<file path="src/rtl/sfb_pkg.sv">
`default_nettype none
// ============================================================================
// Package     : sfb_pkg
// Description : Shared widths, entry record and word-match helper.
// Revision    : 1.0 - initial release
// ============================================================================
package sfb_pkg;

    localparam int SFB_XLEN   = 32;
    localparam int SFB_ADDR_W = 32;
    localparam int SFB_NB     = SFB_XLEN / 8;
    localparam int SFB_OFS_W  = $clog2(SFB_NB);

    typedef struct packed {
        logic [SFB_ADDR_W-1:0] addr;
        logic [SFB_XLEN-1:0]   data;
        logic [SFB_NB-1:0]     strb;
    } sfbEntry_t;

    // Byte-offset bits are ignored: lanes are resolved through the strobes.
    function automatic logic word_match(input logic [SFB_ADDR_W-1:0] a,
                                        input logic [SFB_ADDR_W-1:0] b);
        return a[SFB_ADDR_W-1:SFB_OFS_W] == b[SFB_ADDR_W-1:SFB_OFS_W];
    endfunction

endpackage
`default_nettype wire

</file>
<file path="src/rtl/sfb_fwd_select.sv">
`default_nettype none
// ============================================================================
// Module      : sfb_fwd_select
// Description : Per-lane newest-first selection of forwardable store bytes.
// Revision    : 1.0 - initial release
// ============================================================================
module sfb_fwd_select
    import sfb_pkg::*;
#(
    parameter  int DEPTH = 4,
    localparam int PTR_W = $clog2(DEPTH),
    localparam int IDX_W = PTR_W + 1
) (
    input  sfbEntry_t              i_cand [DEPTH+1],
    input  logic [DEPTH:0]         i_candValid,
    input  logic [PTR_W-1:0]       i_headPtr,
    input  logic [SFB_ADDR_W-1:0]  i_ldAddr,
    input  logic [SFB_NB-1:0]      i_ldStrb,
    output logic [SFB_XLEN-1:0]    o_fwdData,
    output logic [SFB_NB-1:0]      o_fwdMask
);

    logic [IDX_W-1:0] w_slot;

    // Walk oldest (head) to newest, then the incoming store; later hits overwrite.
    always_comb begin
        o_fwdData = '0;
        o_fwdMask = '0;
        w_slot    = '0;
        for (int i = 0; i <= DEPTH; i++) begin
            w_slot = (i == DEPTH) ? IDX_W'(DEPTH) : {1'b0, i_headPtr + PTR_W'(i)};
            if (i_candValid[w_slot] && word_match(i_cand[w_slot].addr, i_ldAddr)) begin
                for (int b = 0; b < SFB_NB; b++) begin
                    if (i_cand[w_slot].strb[b] && i_ldStrb[b]) begin
                        o_fwdData[8*b +: 8] = i_cand[w_slot].data[8*b +: 8];
                        o_fwdMask[b]        = 1'b1;
                    end
                end
            end
        end
    end

endmodule
`default_nettype wire

</file>
<file path="src/rtl/store_forward_buffer.sv">
`default_nettype none
// ============================================================================
// Module      : store_forward_buffer
// Description : DEPTH-entry in-order store buffer with byte-accurate forwarding.
// Revision    : 1.0 - initial release
// ============================================================================
module store_forward_buffer
    import sfb_pkg::*;
#(
    parameter  int XLEN   = SFB_XLEN,
    parameter  int ADDR_W = SFB_ADDR_W,
    parameter  int DEPTH  = 4,
    localparam int NB     = XLEN / 8,
    localparam int PTR_W  = $clog2(DEPTH),
    localparam int CNT_W  = PTR_W + 1
) (
    input  logic              clk,
    input  logic              rst,
    input  logic              st_valid,
    output logic              st_ready,
    input  logic [ADDR_W-1:0] st_addr,
    input  logic [XLEN-1:0]   st_data,
    input  logic [NB-1:0]     st_strb,
    input  logic              ld_valid,
    input  logic [ADDR_W-1:0] ld_addr,
    input  logic [NB-1:0]     ld_strb,
    input  logic [XLEN-1:0]   mem_rdata,
    output logic [XLEN-1:0]   ld_data,
    output logic [NB-1:0]     ld_fwd_mask,
    output logic              mem_wvalid,
    input  logic              mem_wready,
    output logic [ADDR_W-1:0] mem_waddr,
    output logic [XLEN-1:0]   mem_wdata,
    output logic [NB-1:0]     mem_wstrb,
    input  logic              drain_req,
    output logic              drained,
    output logic [CNT_W-1:0]  count
);

    sfbEntry_t        r_entries [DEPTH];
    logic [DEPTH-1:0] r_valid;
    logic [PTR_W-1:0] r_wrPtr;
    logic [PTR_W-1:0] r_rdPtr;
    logic [CNT_W-1:0] r_count;
    logic [XLEN-1:0]  r_fwdData;
    logic [NB-1:0]    r_fwdMask;

    logic             w_push;
    logic             w_pop;
    sfbEntry_t        w_head;
    sfbEntry_t        w_cand [DEPTH+1];
    logic [DEPTH:0]   w_candValid;
    logic [XLEN-1:0]  w_selData;
    logic [NB-1:0]    w_selMask;

    // Ready depends on occupancy only, so a same-cycle pop never frees a full buffer.
    assign st_ready   = (r_count != CNT_W'(DEPTH));
    assign w_push     = st_valid & st_ready;
    assign mem_wvalid = r_valid[r_rdPtr];
    assign w_pop      = mem_wvalid & mem_wready;

    assign w_head     = mem_wvalid ? r_entries[r_rdPtr] : '0;
    assign mem_waddr  = w_head.addr;
    assign mem_wdata  = w_head.data;
    assign mem_wstrb  = w_head.strb;

    assign count      = r_count;
    assign drained    = drain_req & (r_count == '0);

    always_ff @(posedge clk) begin
        if (w_push) begin
            r_entries[r_wrPtr] <= '{addr: st_addr, data: st_data, strb: st_strb};
        end
    end

    always_ff @(posedge clk or posedge rst) begin
        if (rst) begin
            r_valid <= '0;
            r_wrPtr <= '0;
            r_rdPtr <= '0;
            r_count <= '0;
        end else begin
            if (w_pop) begin
                r_valid[r_rdPtr] <= 1'b0;
                r_rdPtr          <= r_rdPtr + 1'b1;
            end
            if (w_push) begin
                r_valid[r_wrPtr] <= 1'b1;
                r_wrPtr          <= r_wrPtr + 1'b1;
            end
            case ({w_push, w_pop})
                2'b10:   r_count <= r_count + 1'b1;
                2'b01:   r_count <= r_count - 1'b1;
                default: r_count <= r_count;
            endcase
        end
    end

    generate
        for (genvar i = 0; i < DEPTH; i++) begin : g_cand
            assign w_cand[i] = r_entries[i];
        end
    endgenerate
    assign w_cand[DEPTH] = '{addr: st_addr, data: st_data, strb: st_strb};
    assign w_candValid   = {w_push, r_valid};

    sfb_fwd_select #(
        .DEPTH (DEPTH)
    ) u_fwdSelect (
        .i_cand      (w_cand),
        .i_candValid (w_candValid),
        .i_headPtr   (r_rdPtr),
        .i_ldAddr    (ld_addr),
        .i_ldStrb    (ld_strb),
        .o_fwdData   (w_selData),
        .o_fwdMask   (w_selMask)
    );

    always_ff @(posedge clk or posedge rst) begin
        if (rst) begin
            r_fwdData <= '0;
            r_fwdMask <= '0;
        end else if (ld_valid) begin
            r_fwdData <= w_selData;
            r_fwdMask <= w_selMask;
        end else begin
            r_fwdData <= '0;
            r_fwdMask <= '0;
        end
    end

    generate
        for (genvar b = 0; b < NB; b++) begin : g_lane
            assign ld_data[8*b +: 8] = r_fwdMask[b] ? r_fwdData[8*b +: 8] : mem_rdata[8*b +: 8];
        end
    endgenerate
    assign ld_fwd_mask = r_fwdMask;

endmodule
`default_nettype wire

</file>
<file path="config.mk">
export PLATFORM = sky130hd
export DESIGN_NAME = store_forward_buffer
export DESIGN_NICKNAME = d
export VERILOG_FILES = /design/src/rtl/sfb_pkg.sv /design/src/rtl/sfb_fwd_select.sv /design/src/rtl/store_forward_buffer.sv
export SDC_FILE = /design/constraint.sdc
export NUM_CORES = 1
export LEC_CHECK = 0
export CORE_ASPECT_RATIO = 1.75
export CORE_UTILIZATION = 45
export DETAILED_ROUTE_END_ITERATION = 8
export PLACE_DENSITY = 0.66
export SLEW_MARGIN = 20
export SYNTH_ARGS = -nofsm -noshare
export SYNTH_HDL_FRONTEND = slang
export SYNTH_SLANG_ARGS = --single-unit
</file>
<file path="constraint.sdc">
create_clock -name clk -period 9.6 [get_ports clk]
set_input_delay 0.96 -clock clk [delete_from_list [all_inputs] [get_ports clk]]
set_output_delay 0.96 -clock clk [all_outputs]
set_load 0.03 [all_outputs]
</file>
* Word-level counts from Yosys, hierarchy flattened *
Memories as Yosys holds them, arrays and structs flattened.
Index checks and enable logic that the tools add are counted.
Widths: inputs -> output; s select.

word-level totals
  register bits after elaboration = 47
  memory bits (writable) = 272
  input bits = 142
  output and inout port bits = 110
  word-level logic and storage cells = 159
  memories = 1

operators by class
  add/subtract/negate cells = 6
  order comparisons = 12
  equality and inequality tests = 8
  muxes and demuxes = 87
  bitwise logic cells = 10
  reduce and logical (&&, ||, !) cells = 29

memories
  name       depth  bits a word  rd ports  clocked after Yosys merged registers in  wr ports  RTL line                    text
  r_entries  4      68           5         0                                        1         store_forward_buffer.sv:40  sfbEntry_t r_entries [DEPTH];

operator list
  kind                 number
  $bmux 68 s3          4
  $mux 68              9
  $mux 32              6
  $mux 8               24
  $eq 30x30->1         5
  $mux 4               8
  $mux 1               29
  $logic_and 1x1->1    27
  $ge 4x4->1 const B   4
  $lt 2x4->1 const B   4
  $not 2->4            4
  $bmux 1 s2           4
  $lt 2x3->1 const B   2
  $pmux 3 s2           1
  $add 2x1->2 const B  2
  $add 2x2->2 const B  2
  $and 4x4->4          1
  $demux 1 s2          2
  $ge 2x1->1 const B   2
  $not 4->4            1
  $or 4x4->4           1
  $add 3x1->3 const B  1
  $and 1x1->1          3
  $logic_not 3->1      1
  5 further kinds      5

* Depth between registers and ports, before layout *
  word-level depth = 16
  gate-level depth with buffers = 23
  depth with buffers taken out = 11

* By module *
Synthesis repeated with hierarchy kept, for this count alone.

unflattened totals
  cells, all modules = 1,843
  area, all modules = 22,088.7 um2

modules (own cells, without submodules)
  module                instances  cells an instance  area each (um2)  seq. area each (um2)
  store_forward_buffer  1          609                12,440.7         9,344.0
  sfb_fwd_select        1          1,234              9,648.0          0.0

* Least setup slack after synthesis *
Ideal clock, no wire load.

  path type = flip-flop to flip-flop
  start = register r_rdPtr[0]
  end = register r_fwdData[15]
  setup time = 142 ps
  data arrival time = 4,570 ps
  required time = 9,458 ps
  slack = 4,888 ps
  stages on the path, launching flop included = 21
  path buffers = 10
  period minus slack after synthesis = 4,712 ps
  path through = dfrtp_1 -> buf_6 -> buf_6 -> inv_1 -> buf_2 -> buf_2 -> buf_1 -> ha_1 -> buf_6 -> buf_6 -> buf_6 -> buf_6 -> buf_6 -> mux4_2 -> xor2_1 -> nor4_2 -> nand4b_4 -> nor3_4 -> mux2_1 -> o2bb2ai_1 -> a211oi_1

between the ends
  word-level cells in the longest chain between the ends = 16
  elaborated cells between the ends (all ways) = 50
  classes of those cells = add/sub: 3; eq/ne: 4; mux: 31; bitwise: 4; reduce/logical: 8

ends and longest elaborated chain
  what                                                  RTL line                     text
  start: declaration                                    store_forward_buffer.sv:43   logic [PTR_W-1:0] r_rdPtr;
  start signal: assignment                              store_forward_buffer.sv:85   r_rdPtr <= r_rdPtr + 1'b1;
  branches (longest 12 deep; another with $add 2x1->2)  n/a
  $mux 32 (*)                                           sfb_fwd_select.sv:32         if (i_candValid[w_slot] && word_match(i_cand[w_slot].addr, i_ldAddr)) begin
  $mux 8                                                sfb_fwd_select.sv:34         if (i_cand[w_slot].strb[b] && i_ldStrb[b]) begin
  $mux 32 (*)                                           sfb_fwd_select.sv:32
  $mux 32 (*)                                           store_forward_buffer.sv:123  end else if (ld_valid) begin
  end signal: assignment                                store_forward_buffer.sv:124  r_fwdData <= w_selData;
  end: declaration                                      store_forward_buffer.sv:45   logic [XLEN-1:0] r_fwdData;

Mark *: on every way between the ends. The select of a mux whose other input is x is not followed.
A chain may end at the register's enable or synchronous reset.

* Final worst setup path *
  start = register r_rdPtr[0]
  end = register r_fwdData[7]

between the ends
  word-level cells in the longest chain between the ends = 16
  elaborated cells between the ends (all ways) = 50
  classes of those cells = add/sub: 3; eq/ne: 4; mux: 31; bitwise: 4; reduce/logical: 8

ends and longest elaborated chain
  what                                                  RTL line
  branches (longest 12 deep; another with $add 2x1->2)  n/a
  $mux 32 (*)                                           sfb_fwd_select.sv:32
  $mux 8                                                sfb_fwd_select.sv:34
  $mux 32 (*)                                           sfb_fwd_select.sv:32
  $mux 32 (*)                                           store_forward_buffer.sv:123

Marked as above.

==> flow_metrics.py <==
metrics = {
    "routing": {
        "vias_per_cell": 6.583,
        "wire_per_inst_um": 28.27,
        "drt_first_iter_violations": 1227,
        "vias": 15110,
        "wl_um": 64890,
        "drc_errors": 0,
        "ant_nets": 0,
        "drt_first_pass_iters": 5,
    },
    "place": {
        "gp_congestion": 0.9955,
        "port_buffers": 249,
        "placed_cell_area_sq_um": 24250,
        "dp_hpwl_um": 46040,
        "place_ws_ps": 3455,
    },
    "timing": {
        "tightest_slew_ps": 1082,
        "fin_crit_sh_pct": 64.23,
        "whs_ps": 541.2,
        "rsz0062_at_grt": "false",
        "setup_ws_ps": 3434,
        "finalSetupViolCount": 0,
        "setup_total_negative_slack_ps": 0,
        "clock.fmax_mhz": 162.2,
        "hold_violations": 0,
        "slew_headroom_pct": 27.17,
        "layout_min_cycle_time_ps": 6166,
        "maxSlewViolCount": 0,
        "clock_skew_ps": 33.50,
    },
    "cells_and_area": {
        "layout_commonest_cell": "edfxtp_1",
        "area_delta_synth_final_pct": 17.80,
        "layout_common_cells": "edfxtp_1 (272), clkdlybuf4s50_1 (249), mux4_2 (226)",
        "fin_area_sq_um": 25300,
        "drive_above_1_share_pct": 23.04,
        "nets": 1833,
    },
    "synthesis": {
        "avgSynthCellArea_sq_um": 14.24,
        "syn_nets": 1660,
        "syn_area_sq_um": 21480,
        "synthFlopType": "edfxtp_1",
        "synth_edf_count": 272,
        "netlist_instances": 1508,
        "async_flop_share_pct": 14.73,
        "synth-seq-cells": 319,
        "ys_warn_count": 0,
        "synth.distinct_cells": 71,
        "ys_seq_area_share_pct": 43.50,
    },
    "pwr": {
        "p_leak_nw": 8.549,
        "combPwrFrac_pct": 61.4,
        "seqPwrFrac_pct": 23.8,
        "clkPwrFrac_pct": 14.8,
        "vdd_ir_drop_max_uv": 252.6,
        "sw_frac_of_total_pct": 42.31,
        "power_mw": 8.640,
        "p_sw_mw": 3.656,
        "power_density_nw_per_um2": 341.5,
        "intPower_mw": 4.984,
    },
    "setup_path": {
        "max_stage_delay_ps": 910,
        "r2r-end": "r_fwdData[7]",
        "cp.required_ps": 10070,
        "cp-end-kind": "flip-flop",
        "worstPathCellList": "inv_1 > ha_4 > buf_4 > mux4_2 > xnor2_1 > nand4_1 > nor4_1 > nand4_1 > or3_1 > nor3b_2 > a22oi_1 > o31ai_1",
        "cpMostUsedCell": "nand4_1",
        "r2r_slack_ps": 3430,
        "critPathMaxFanout": 54,
        "critPathSlowestCell": "dfrtp_4",
        "crit_start": "r_rdPtr[0]",
        "timing.rr.start": "r_rdPtr[0]",
        "startpoint_type": "flip-flop",
        "crit_arrival_ps": 6640,
        "timing.critical_path.to": "r_fwdData[7]",
        "worstSetupPathType": "flip-flop to flip-flop",
        "reg2reg_depth": 12,
    },
    "hold_path": {
        "hp-class": "flip-flop to flip-flop",
    },
    "cts": {
        "cts_root_buffer": "clkbuf_16",
        "tritoncts": "done",
        "clock_sinks": 319,
        "insertion_delay_ps": 600,
        "clk_pin_slew_ps": 60,
        "cts_resized": 0,
        "cts_max_level": 1,
        "cts.hold.buffers_added": 0,
        "cts_buffer_depth": 3,
        "post-cts-setup-buffer-count": 0,
        "cts-buffers-inserted": 31,
    },
    "flow_run": {
        "maxCapViolCount": 0,
    },
    "floorplanning": {
        "die_w_um": 167.1,
        "fp.dieH_um": 291.0,
        "initial_core_util_pct": 45.67,
        "pin_count": 252,
        "die_area_sq_um": 48640,
        "core_sq_um": 47030,
        "std_cell_rows": 105,
    },
    "run_status": {
        "status": "finished clean",
    },
    "global_route": {
        "grt_pass1_vias": 15300,
        "grt_use_total_pct": 26.56,
        "overflow": 0,
        "antenna_found_initial": 2,
        "grt_pass1_wl_um": 95920,
        "grt_max_degree": 117,
    },
}
[power groups by stage]
stage,Clock (mW),Sequential (mW),Combinational [mW]
5_1_grt,1.35,2.09,5.59
4_1_cts,1.30,2.05,5.34
2_1_floorplan,0,1.97,3.90
6_report,1.28,2.06,5.30
3_3_place_gp,0,2.05,5.28
3_5_place_dp,0,2.08,5.32
[stage by stage]
step | instances | utilization, %
after floorplan | 1508 | -
after global placement | 2236 | 51.55
after detailed placement | 2236 | 51.55
after CTS | 2294 | 53.79
after global routing | 2295 | 53.79
final | 2295 | 53.79
[registers in the layout (all words and copies together), names as in the netlist]
signal,cells
count,3
ld_fwd_mask,4
r_entries,272
r_fwdData,32
r_rdPtr,2
r_valid,4
r_wrPtr,2
[routing by layer]
| layer | GRT usage [%] | wire, um |
|---|---|---|
| met3 | 2.719 | 3762 |
| met5 | 0 | 0 |
| met2 | 50.23 | 35690 |
| met4 | 13.94 | 3566 |
| met1 | 28.94 | 21870 |
[Yosys cell counts, drive strengths merged (6+ instances only)]
cell type  instances  share of area, %
nand4             19              0.55
mux4             226                24
a21oi             20              0.47
edfxtp           272                38
mux2i            100               4.7
a31oi             12              0.35
o221ai             6              0.24
xnor2             86               3.5
clkbuf            64               1.1
a22oi             13              0.45
o21ai             50               1.2
and2              52               1.5
o211ai             7              0.24
buf               66               2.0
mux2              56               2.9
a221oi            13              0.53
nor3              11              0.54
nand3             11              0.31
xor2              56               2.3
nor4b             20              0.87
a211oi             7              0.24
nand3b             9              0.31
inv               41              0.72
dfrtp             47               5.5
o221a             14              0.73
o31ai              8              0.33
nor2              36              0.63
nand2             56              0.98
o2bb2ai           13              0.53
nor4              14              0.58
ha                 9              0.52
a21boi             7              0.24
and3              29              0.84
a2bb2oi           11              0.45
[worst min path at each step]
stage                            end  cells past startpoint       start
after floorplan           r_valid[0]                      1  r_valid[0]
after global placement      count[0]                      1    count[0]
after detailed placement    count[0]                      1    count[0]
after CTS                   count[0]                      1    count[0]
after global routing        count[2]                      1    count[2]
final                       count[0]                      1    count[0]
[critical path, delay by kind of cell (launching register included)]
kind	cells	cell delay (ps)
AND/OR/NAND/NOR	5	2450
AO/OA/AOI/OAI	2	340
adder cells (fa/ha/maj)	1	630
flip-flops	1	910
XOR/XNOR	1	230
buffers and inverters	2	990
multiplexers	1	420
[final cells by class]
cell class / count / area [sq um]
clock inverter: 17 / 198.9
multi-input combinational: 1017 / 11340
fill: 3914 / 21730
tap: 588 / 735.7
inverter: 42 / 157.7
sequential: 319 / 9351
timing repair buffer: 270 / 2663
antenna: 1 / 2.502
clock buffer: 41 / 853.3
[cell families after synthesis]
logic type      after synthesis  share of synthesized area (%)
mux                         382                          31.29
flops                       319                          43.50
simple gates                271                          7.759
compound gates              212                          7.177
buf+inv                     172                          3.856
xor+xnor                    142                          5.791
fa+ha+maj                    10                         0.6175
Power figures use the tool's default switching activity.
